===== src/rtl/cpu_pkg.sv =====
// Shared CPU constants and types: NOP encoding, opcode values, word/address
// typedefs, the fetch-mode encoding and the branch-target helper.
package cpu_pkg;

  typedef logic [31:0] word_t;
  typedef logic [31:0] addr_t;

  localparam word_t      NOP_INSTR = 32'h0000_0000;
  localparam logic [5:0] OP_J      = 6'h02;
  localparam logic [5:0] OP_JAL    = 6'h03;
  localparam logic [5:0] OP_BLEU   = 6'h16;

  // What the IF/ID register does this cycle.
  typedef enum logic [1:0] {
    FETCH_RUN,
    FETCH_STALL,
    FETCH_SQUASH
  } fetch_mode_e;

  // Branch offsets are signed word counts relative to the instruction after the branch.
  function automatic addr_t branch_target(addr_t base, logic [15:0] offset);
    return base + {{14{offset[15]}}, offset, 2'b00};
  endfunction

endpackage


===== src/rtl/fetch_next_pc.sv =====
// Next-PC selection for the fetch stage: sequential PC+4, or a redirect from
// decode (jump beats taken branch). Redirects count only while IF/ID is valid.
module fetch_next_pc
  import cpu_pkg::*;
(
  input  logic [31:0] pc,
  input  logic [31:0] if_pc_plus4,
  input  logic        if_valid,
  input  logic        jump,
  input  logic [25:0] jump_target,
  input  logic        branch_taken,
  input  logic [15:0] branch_offset,
  output logic [31:0] next_pc,
  output logic        redirect
);

  always_comb begin
    // NOTE: every output gets a default first so no path leaves it unassigned (no latch).
    next_pc  = pc + 32'd4;
    redirect = 1'b0;
    if (if_valid) begin
      if (jump) begin
        next_pc  = {if_pc_plus4[31:28], jump_target, 2'b00};
        redirect = 1'b1;
      end else if (branch_taken) begin
        next_pc  = branch_target(if_pc_plus4, branch_offset);
        redirect = 1'b1;
      end
    end
  end

endmodule


===== src/rtl/fetch_stage.sv =====
// Instruction-fetch stage: PC register, instruction-memory address, IF/ID register.
// Optional out-of-range fetch detection is enabled by defining FETCH_BOUND_CHECK_EN.
module fetch_stage
  import cpu_pkg::*;
#(
  parameter logic [31:0] RESET_PC  = 32'h0000_0000,
  parameter int          MEM_WORDS = 20
) (
  input  logic        clk,
  input  logic        reset_n,
  input  logic        stall,
  input  logic        branch_taken,
  input  logic [15:0] branch_offset,
  input  logic        jump,
  input  logic [25:0] jump_target,
  output logic [31:0] imem_addr,
  input  logic [31:0] imem_rdata,
  output logic [31:0] if_instr,
  output logic [31:0] if_pc_plus4,
  output logic        if_valid,
  output logic        fetch_fault
);

  localparam logic [29:0] MEM_WORDS_W = 30'(MEM_WORDS);

  logic [31:0] pc;
  logic [31:0] next_pc;
  logic        redirect;
  logic        out_of_range;
  fetch_mode_e mode;

  assign imem_addr = pc;

  fetch_next_pc u_next_pc (
    .pc            (pc),
    .if_pc_plus4   (if_pc_plus4),
    .if_valid      (if_valid),
    .jump          (jump),
    .jump_target   (jump_target),
    .branch_taken  (branch_taken),
    .branch_offset (branch_offset),
    .next_pc       (next_pc),
    .redirect      (redirect)
  );

  // A redirect squashes the wrong-path fetch even when decode is stalled.
  always_comb begin
    mode = FETCH_RUN;
    if (redirect)   mode = FETCH_SQUASH;
    else if (stall) mode = FETCH_STALL;
  end

`ifdef FETCH_BOUND_CHECK_EN
  assign out_of_range = (pc[31:2] >= MEM_WORDS_W);

  always_ff @(posedge clk or negedge reset_n) begin
    if (!reset_n)                              fetch_fault <= 1'b0;
    else if (mode == FETCH_RUN && out_of_range) fetch_fault <= 1'b1;
  end
`else
  assign out_of_range = 1'b0;
  assign fetch_fault  = 1'b0;

  // Bound parameter is only consulted by the optional check.
  logic unused_bound;
  assign unused_bound = (MEM_WORDS_W == '0);
`endif

  always_ff @(posedge clk or negedge reset_n) begin
    // NOTE: sequential state uses non-blocking assignments so all registers update together.
    if (!reset_n) begin
      pc          <= RESET_PC;
      if_instr    <= NOP_INSTR;
      if_pc_plus4 <= 32'h0;
      if_valid    <= 1'b0;
    end else begin
      case (mode)
        FETCH_SQUASH: begin
          pc       <= next_pc;
          if_instr <= NOP_INSTR;
          if_valid <= 1'b0;
        end
        FETCH_STALL: ;
        FETCH_RUN: begin
          pc          <= next_pc;
          if_pc_plus4 <= next_pc;
          if (out_of_range) begin
            if_instr <= NOP_INSTR;
            if_valid <= 1'b0;
          end else begin
            if_instr <= imem_rdata;
            if_valid <= 1'b1;
          end
        end
        default: ;
      endcase
    end
  end

endmodule


===== config.mk =====
export PLATFORM = sky130hd
export DESIGN_NAME = fetch_stage
export DESIGN_NICKNAME = d
export VERILOG_FILES = /design/src/rtl/cpu_pkg.sv /design/src/rtl/fetch_next_pc.sv /design/src/rtl/fetch_stage.sv
export SDC_FILE = /design/constraint.sdc
export NUM_CORES = 1
export LEC_CHECK = 0
export CAP_MARGIN = 20
export CORE_ASPECT_RATIO = 0.7
export CORE_MARGIN = 3
export CORE_UTILIZATION = 40
export DETAILED_ROUTE_END_ITERATION = 10
export GPL_TIMING_DRIVEN = 0
export MAX_ROUTING_LAYER = met4
export PLACE_DENSITY = 0.69
export SYNTH_ARGS = -nofsm -noshare
export SYNTH_HDL_FRONTEND = slang
export SYNTH_SLANG_ARGS = --single-unit

===== constraint.sdc =====
create_clock -name clk -period 4.28 [get_ports clk]
set_input_delay 0.856 -clock clk [delete_from_list [all_inputs] [get_ports clk]]
set_output_delay 0.856 -clock clk [all_outputs]
set_load 0.01 [all_outputs]

==> results.cfg, run 1 <==
[pwr]
comb_power_share = 0.568
finalPower_mw = 5.770
sw_frac_of_total = 0.4479
power_switching_mw = 2.584
leakage_nw = 3.741
vdd_drop_max_mv = 0.2823
power_density_mw_per_mm2 = 669.5
clkPwrFrac = 0.142
power_frac_seq = 0.290
p_int_mw = 3.186

[global_routing]
first_global_vias = 6189
track_usage = 0.2608
grt_max_degree = 58
grt_overflow = 0
grt_pass1_wl_um = 34580
grt_antenna_before_repair = 0

[floorplan]
die-area_mm2 = 0.01738
die_w_um = 156.3
rows = 37
coreArea_mm2 = 0.01509
initial_utilization = 0.4191
die_h_um = 111.2
ioPinCount = 177

[synthesis]
seq_area_frac_synth = 0.3838
netlist_instances = 733
yosys_most_used_dff = dfrtp_1
synth_top_area_share = 0.3838
syn_nets = 843
synth_seq_cells = 97
synth-async-reset-ratio = 1.000
yosysTopAreaCell = dfrtp_1
ys.warnings.count = 0
synth_area_per_cell_um2 = 8.629
synth_edf_count = 0
synthTopCellsByArea = dfrtp_1 (38%), ha_1 (5.9%), nand2_1 (5.8%), mux2i_1 (5.4%), nor2_1 (4.9%)
yosysUniqueCellTypes = 63
synth_area_mm2 = 0.006325

[cts]
cts_buffers = 9
cts_tree = yes
clock-sinks = 97
clkTransAtPathRegs_ps = 80
cts_resized = 0
cts_root_buf = clkbuf_16
h-tree-depth = 3
cts_buffer_depth = 2
clk_latency_ps = 350
hold_buffers = 0
post_cts_buffers = 0

[timing]
setup_viol = 0
hold-worst-slack_ps = 473.6
period_minus_slack_ps = 4015
slew_violations = 0
relSlewSlack = 0.4139
period_share = 0.9381
finalClockSkew_ps = 11.51
timing.final.hold_violations = 0
fmax_ghz = 0.2491
setup_tns_ps = 0
worst_pin_slew_ps = 879.1
rsz0062_at_grt = false

[worst_setup_path]
timing.rr.start = if_pc_plus4[5]
startpoint = branch_offset[15]
critical_path.cell_chain = clkdlybuf4s50_1, ha_1, buf_2, a21o_1, a31oi_1, o21ai_1, a31oi_1, o32a_1, nand3_1, a221oi_1, a21oi_1
crit_arrival_ps = 4230
critical_path_class = in -> reg
r2r_slack_ps = 1100
slowest_stage = clkdlybuf4s50_1
worstRegToRegCells = 9
worstSetupEndpoint = imem_addr[23]
worstPathRequired_ps = 4490
timing.rr.end = imem_addr[23]
crit_path_max_fanout = 15
critical-path-max-stage-delay_ps = 950
crit_top_cell = a31oi_1
cp-start-kind = input pin
cp-end-kind = flop

[detailed_routing]
via_count = 6371
vias_per_cell = 5.693
drt_iter0_drc = 561
drt_first_pass_iters = 5
routed_wl_um = 22080
wl_per_cell_um = 19.73
ant_nets = 0
drc = 0

[final_layout]
layout_common_cells = clkdlybuf4s50_1 (173), nand2_1 (97), dfrtp_1 (97)
drive_gt1_frac = 0.04654
diodes = 0
layout_commonest_cell = clkdlybuf4s50_1
final_nets = 1029
syn_to_final_growth_pct = 36.28

[place]
dp_hpwl_um = 16600
gp_congestion = 0.9802
io_buffers = 174

[run]
max_cap_viol_count = 0

[hold_path]
min_path_type = in -> async

[status]
status = finished, final reports clean
## through the flow
step,util,setup slack (ps),std cells,cell area (um^2)
5_1_grt,0.5711,113.2,1119,8620
3_5_place_dp,0.5523,67.73,1103,8335
6_report,0.5711,264.9,1119,8620
4_1_cts,0.5711,438.6,1119,8620
2_1_floorplan,-,1393,733,6325
3_3_place_gp,0.5507,-1546,1102,8310
## per-layer routing
layer  wire length, um  track usage  up-vias  part of all wire
met4               383      0.06006        0             0.017
met2              8731       0.3377      339              0.40
li1                  -            -     2999                 -
met1             10650       0.4036     3000              0.48
met5                 0            -        -                 0
met3              2314      0.06360       33              0.10
## synth_stat cells, types with 3 or more instances
cell type,number
a211oi_1,4
a21o_1,16
a21oi_1,53
a221oi_1,4
a22oi_1,8
a31oi_1,15
and2_1,4
and3_1,9
and4_1,5
buf_1,4
buf_2,8
clkbuf_1,26
dfrtp_1,97
ha_1,30
inv_1,15
mux2_2,3
mux2i_1,34
nand2_1,97
nand2b_1,3
nand3_1,21
nand4_1,13
nor2_1,83
nor2b_1,6
nor3_1,7
o21a_1,4
o21ai_0,51
o21ai_1,11
o221ai_1,3
o22ai_1,9
xnor2_1,27
xor2_1,23
## layout make-up
cell class | count | area (um^2)
fill | 1414 | 6472
clock buffer | 9 | 225.2
multi-input combinational | 582 | 3681
inverter | 15 | 56.30
clock inverter | 7 | 58.81
buffer | 39 | 160.2
tap | 195 | 244.0
sequential | 97 | 2427
timing repair buffer | 175 | 1767
## worst max-delay path: cells and delay by family
family	cells	cell delay, ps
AOI/OAI and AO/OA	7	1830
and+or+nand+nor	1	70
buffers and inverters	2	1120
adders and majority gates	1	350
## cells by family (layout without fill, tap and decap cells)
logic type / Yosys count / count (layout) / synth area share
adders and majority gates: 31 / 31 / 0.06251
DFF: 97 / 97 / 0.3838
buffers and inverters: 54 / 245 / 0.03422
AOI/OAI and AO/OA: 205 / 205 / 0.2042
muxes: 37 / 37 / 0.05915
xor gates and xnor gates: 50 / 50 / 0.06924
and+or+nand+nor: 258 / 258 / 0.1864
other: 1 / 1 / 0.0005929
## state kept, by name (all words and copies together), names as in the netlist
| register | count |
|---|---|
| if_instr | 32 |
| imem_addr | 32 |
| if_valid | 1 |
| if_pc_plus4 | 32 |
## power by group through the flow
stage	Clock (mW)	Sequential (mW)	Combinational [mW]
after floorplan	0	1.74	1.78
final	0.817	1.68	3.28
after global placement	0	1.68	3.19
after global routing	0.856	1.74	3.58
after detailed placement	0	1.68	3.21
after CTS	0.820	1.67	3.23
## worst min path at each step
stage / startpoint / endpoint / slack [ps]
finish: reset_n / imem_addr[21] / 470
global route: reset_n / imem_addr[21] / 520
CTS: reset_n / imem_addr[21] / 500
detailed placement: if_pc_plus4[1] / if_pc_plus4[1] / 500
global placement: if_pc_plus4[0] / if_pc_plus4[0] / 490
floorplan: imem_addr[1] / if_pc_plus4[1] / 530
(Power assumes the default switching activity.)
==> run 2, diff against run 1 <==
--- a/config.mk
+++ b/config.mk
@@ -9,6 +9,7 @@
 export CORE_ASPECT_RATIO = 0.7
 export CORE_MARGIN = 3
 export CORE_UTILIZATION = 40
+export CTS_CLUSTER_DIAMETER = 30
 export DETAILED_ROUTE_END_ITERATION = 10
 export GPL_TIMING_DRIVEN = 0
 export MAX_ROUTING_LAYER = met4
==> results of run 2 <==
Final layout, timing and power as in run 1 (identical DEF).
==> run 3, diff against run 2 <==
--- a/config.mk
+++ b/config.mk
@@ -5,15 +5,18 @@
 export SDC_FILE = /design/constraint.sdc
 export NUM_CORES = 1
 export LEC_CHECK = 0
+export ABC_CLOCK_PERIOD_IN_PS = 4280
 export CAP_MARGIN = 20
 export CORE_ASPECT_RATIO = 0.7
 export CORE_MARGIN = 3
 export CORE_UTILIZATION = 40
 export CTS_CLUSTER_DIAMETER = 30
+export CTS_CLUSTER_SIZE = 20
 export DETAILED_ROUTE_END_ITERATION = 10
 export GPL_TIMING_DRIVEN = 0
 export MAX_ROUTING_LAYER = met4
-export PLACE_DENSITY = 0.69
+export PLACE_DENSITY = 0.68
 export SYNTH_ARGS = -nofsm -noshare
 export SYNTH_HDL_FRONTEND = slang
+export SYNTH_HIERARCHICAL = 1
 export SYNTH_SLANG_ARGS = --single-unit
==> results.cfg, run 3 <==
[timing]
timing.final.hold_violations = 0
setup_viol = 0
period_minus_slack_ps = 4006
fmax_ghz = 0.2496
period_share = 0.9361
finalClockSkew_ps = 4.829
fin_ws_ps = 273.6
rsz0062_at_grt = false
relSlewSlack = 0.3318
slew_violations = 0
hold-worst-slack_ps = 470.6
worst_pin_slew_ps = 996.9

[pwr]
leakage_nw = 3.877
power_density_mw_per_mm2 = 647.9
finalPower_mw = 5.810
vdd_drop_max_mv = 0.2503

[final_layout]
diodes = 0
final_nets = 947
multi_input_area_mm2 = 0.003855
fin_area_mm2 = 0.008967
regArea_mm2 = 0.002427
post-route-util = 0.5664
layout_commonest_cell = clkdlybuf4s50_1
syn_to_final_growth_pct = 35.74
nFillCells = 1387
drive_gt1_frac = 0.1449
layout_common_cells = clkdlybuf4s50_1 (172), dfrtp_1 (97), nor2_1 (52)

[floorplan]
die-area_mm2 = 0.01812
ioPinCount = 177
coreArea_mm2 = 0.01583
rows = 38
die_w_um = 159.6
die_h_um = 113.5
initial_utilization = 0.4173

[worst_setup_path]
crit_path_max_fanout = 5
critical_path.cell_chain = clkdlybuf4s50_1, ha_1, fa_1, a21o_2, a221oi_1, a221o_1, a211oi_1, o21ai_0, o21ai_0, a31o_2, mux2_2
worstPathRequired_ps = 4530
cp-end-kind = flop
cp-start-kind = input pin
critical_path_class = in -> reg
critical-path-max-stage-delay_ps = 460
slowest_stage = a221oi_1
crit_arrival_ps = 4250
crit_top_cell = o21ai_0
cp_num_buf_inv = 1
critical-path-top-delay-family = compound AO/OA/AOI/OAI gates

[synthesis]
seq_area_frac_synth = 0.3674
synth-async-reset-ratio = 1.000
netlist_instances = 649
synth_most_common_cell = dfrtp_1
netlist_top_cells_count = dfrtp_1 (97), nor2_1 (52), nand2_1 (39), o21ai_0 (39), a21oi_1 (37)
ys.warnings.count = 6
synth_seq_cells = 97
syn_nets = 759
synth_edf_count = 0
synthTopCellsByArea = dfrtp_1 (37%), mux2_4 (6.8%), ha_1 (5.7%), mux2_2 (5.5%), mux2i_1 (5.0%)
yosysUniqueCellTypes = 72
synth_area_per_cell_um2 = 10.18
yosysTopAreaCell = dfrtp_1
synth_top_area_share = 0.3674
synth_area_mm2 = 0.006606
yosys_most_used_dff = dfrtp_1

[cts]
h-tree-depth = 3
clkTransAtPathRegs_ps = 70
cts_root_buf = clkbuf_16
cts_buffer_depth = 2
cts_buffers = 9
cts_tree = yes
clk_latency_ps = 360
clock-sinks = 97
post_cts_buffers = 0

[place]
dp_hpwl_um = 16210
io_buffers = 174
pre_cts_slack_ps = -308.6
gp_congestion = 0.8903
placed_area_mm2 = 0.008665

[detailed_routing]
drt_iter0_drc = 520
wl_per_cell_um = 19.92
drt_first_pass_iters = 6
ant_nets = 0
routed_wl_um = 21160
via_count = 5940
vias_per_cell = 5.593
drc = 0

[global_routing]
grt_antenna_before_repair = 0
grt_max_degree = 62
grt_overflow = 0
track_usage = 0.2401
first_global_vias = 6008
grt_pass1_wl_um = 33430

[hold_path]
min_path_type = in -> async

[run]
max_cap_viol_count = 0

[status]
status = finished, final reports clean
[run 3: cell types whose count changed in the layout (fill, tap and decap cells not counted), sizes merged, moves of 11 or more]
cell    previous run  this run
a21oi             54        37
nand2             98        40
o21ai             62        40
mux2               3        64
nor2              84        54
clkbuf            35        24
[run 3: final timing paths]
kind,startpoint,end,slack (ps),cells past startpoint
max in group asynchronous,reset_n,if_pc_plus4[28],3110,2
min,reset_n,imem_addr[19],470,1
max,branch_offset[0],if_pc_plus4[26],270,11
min reg2reg,if_instr[15],if_instr[15],530,2
max reg2reg,if_pc_plus4[2],if_pc_plus4[26],790,10
min in group clk,if_instr[15],if_instr[15],530,2
[run 3: report_power, final]
group	switching, mW	internal (mW)	leakage, nW
clock	0.421	0.413	0.148
sequential	0.402	1.24	1.21
combinational	1.61	1.73	2.52
total	2.43	3.38	3.88
[run 3: logic make-up after synthesis]
group                      count (synthesis)  share of synthesized area
and+or+nand+nor                          164                     0.1208
AOI/OAI and AO/OA                        163                     0.1638
muxes                                     97                     0.1761
DFF                                       97                     0.3674
buffers and inverters                     49                    0.04905
xor gates and xnor gates                  47                    0.06231
adders and majority gates                 31                    0.05985
other                                      1                  0.0005676
[run 3: metrics by stage]
step                TNS (ps)  cells
finish                     0   1062
detailed placement     -1630   1046
floorplan                  0    649
global route               0   1062
global placement     -137620   1043
CTS                        0   1062
[run 3: worst reg2reg max path, cell delays in order (launching register included)]
cell and delay (ps):
dfrtp_1 400, ha_1 230, fa_1 420, a21o_2 240, a221oi_1 460, a221o_1 340, a211oi_1 140, o21ai_0 420
o21ai_0 160, a31o_2 300, mux2_2 270
[run 3: cell type report]
type,count,share of cell area
multi-input combinational,503,0.4299
sequential,97,0.2707
buffer,37,0.03111
clock buffer,9,0.02512
inverter,12,0.005023
timing repair buffer,177,0.1991
clock inverter,7,0.008372
tap,220,0.03070
[run 3: repair_timing]
| action | 4_1_cts | 5_1_grt |
|---|---|---|
| gates resized for setup | 0 | 1 |
| endpoints found under the setup margin | 0 | 6 |
| hold buffers | 0 | 0 |
[run 3: metal layers]
layer,routed length [um],global-route usage,share of wire,up-vias
met3,1788,0.06461,0.085,11
met4,104,0.03265,0.0049,0
met1,10320,0.3455,0.49,2903
met2,8937,0.3482,0.42,251
met5,0,-,0,-
li1,-,-,-,2775
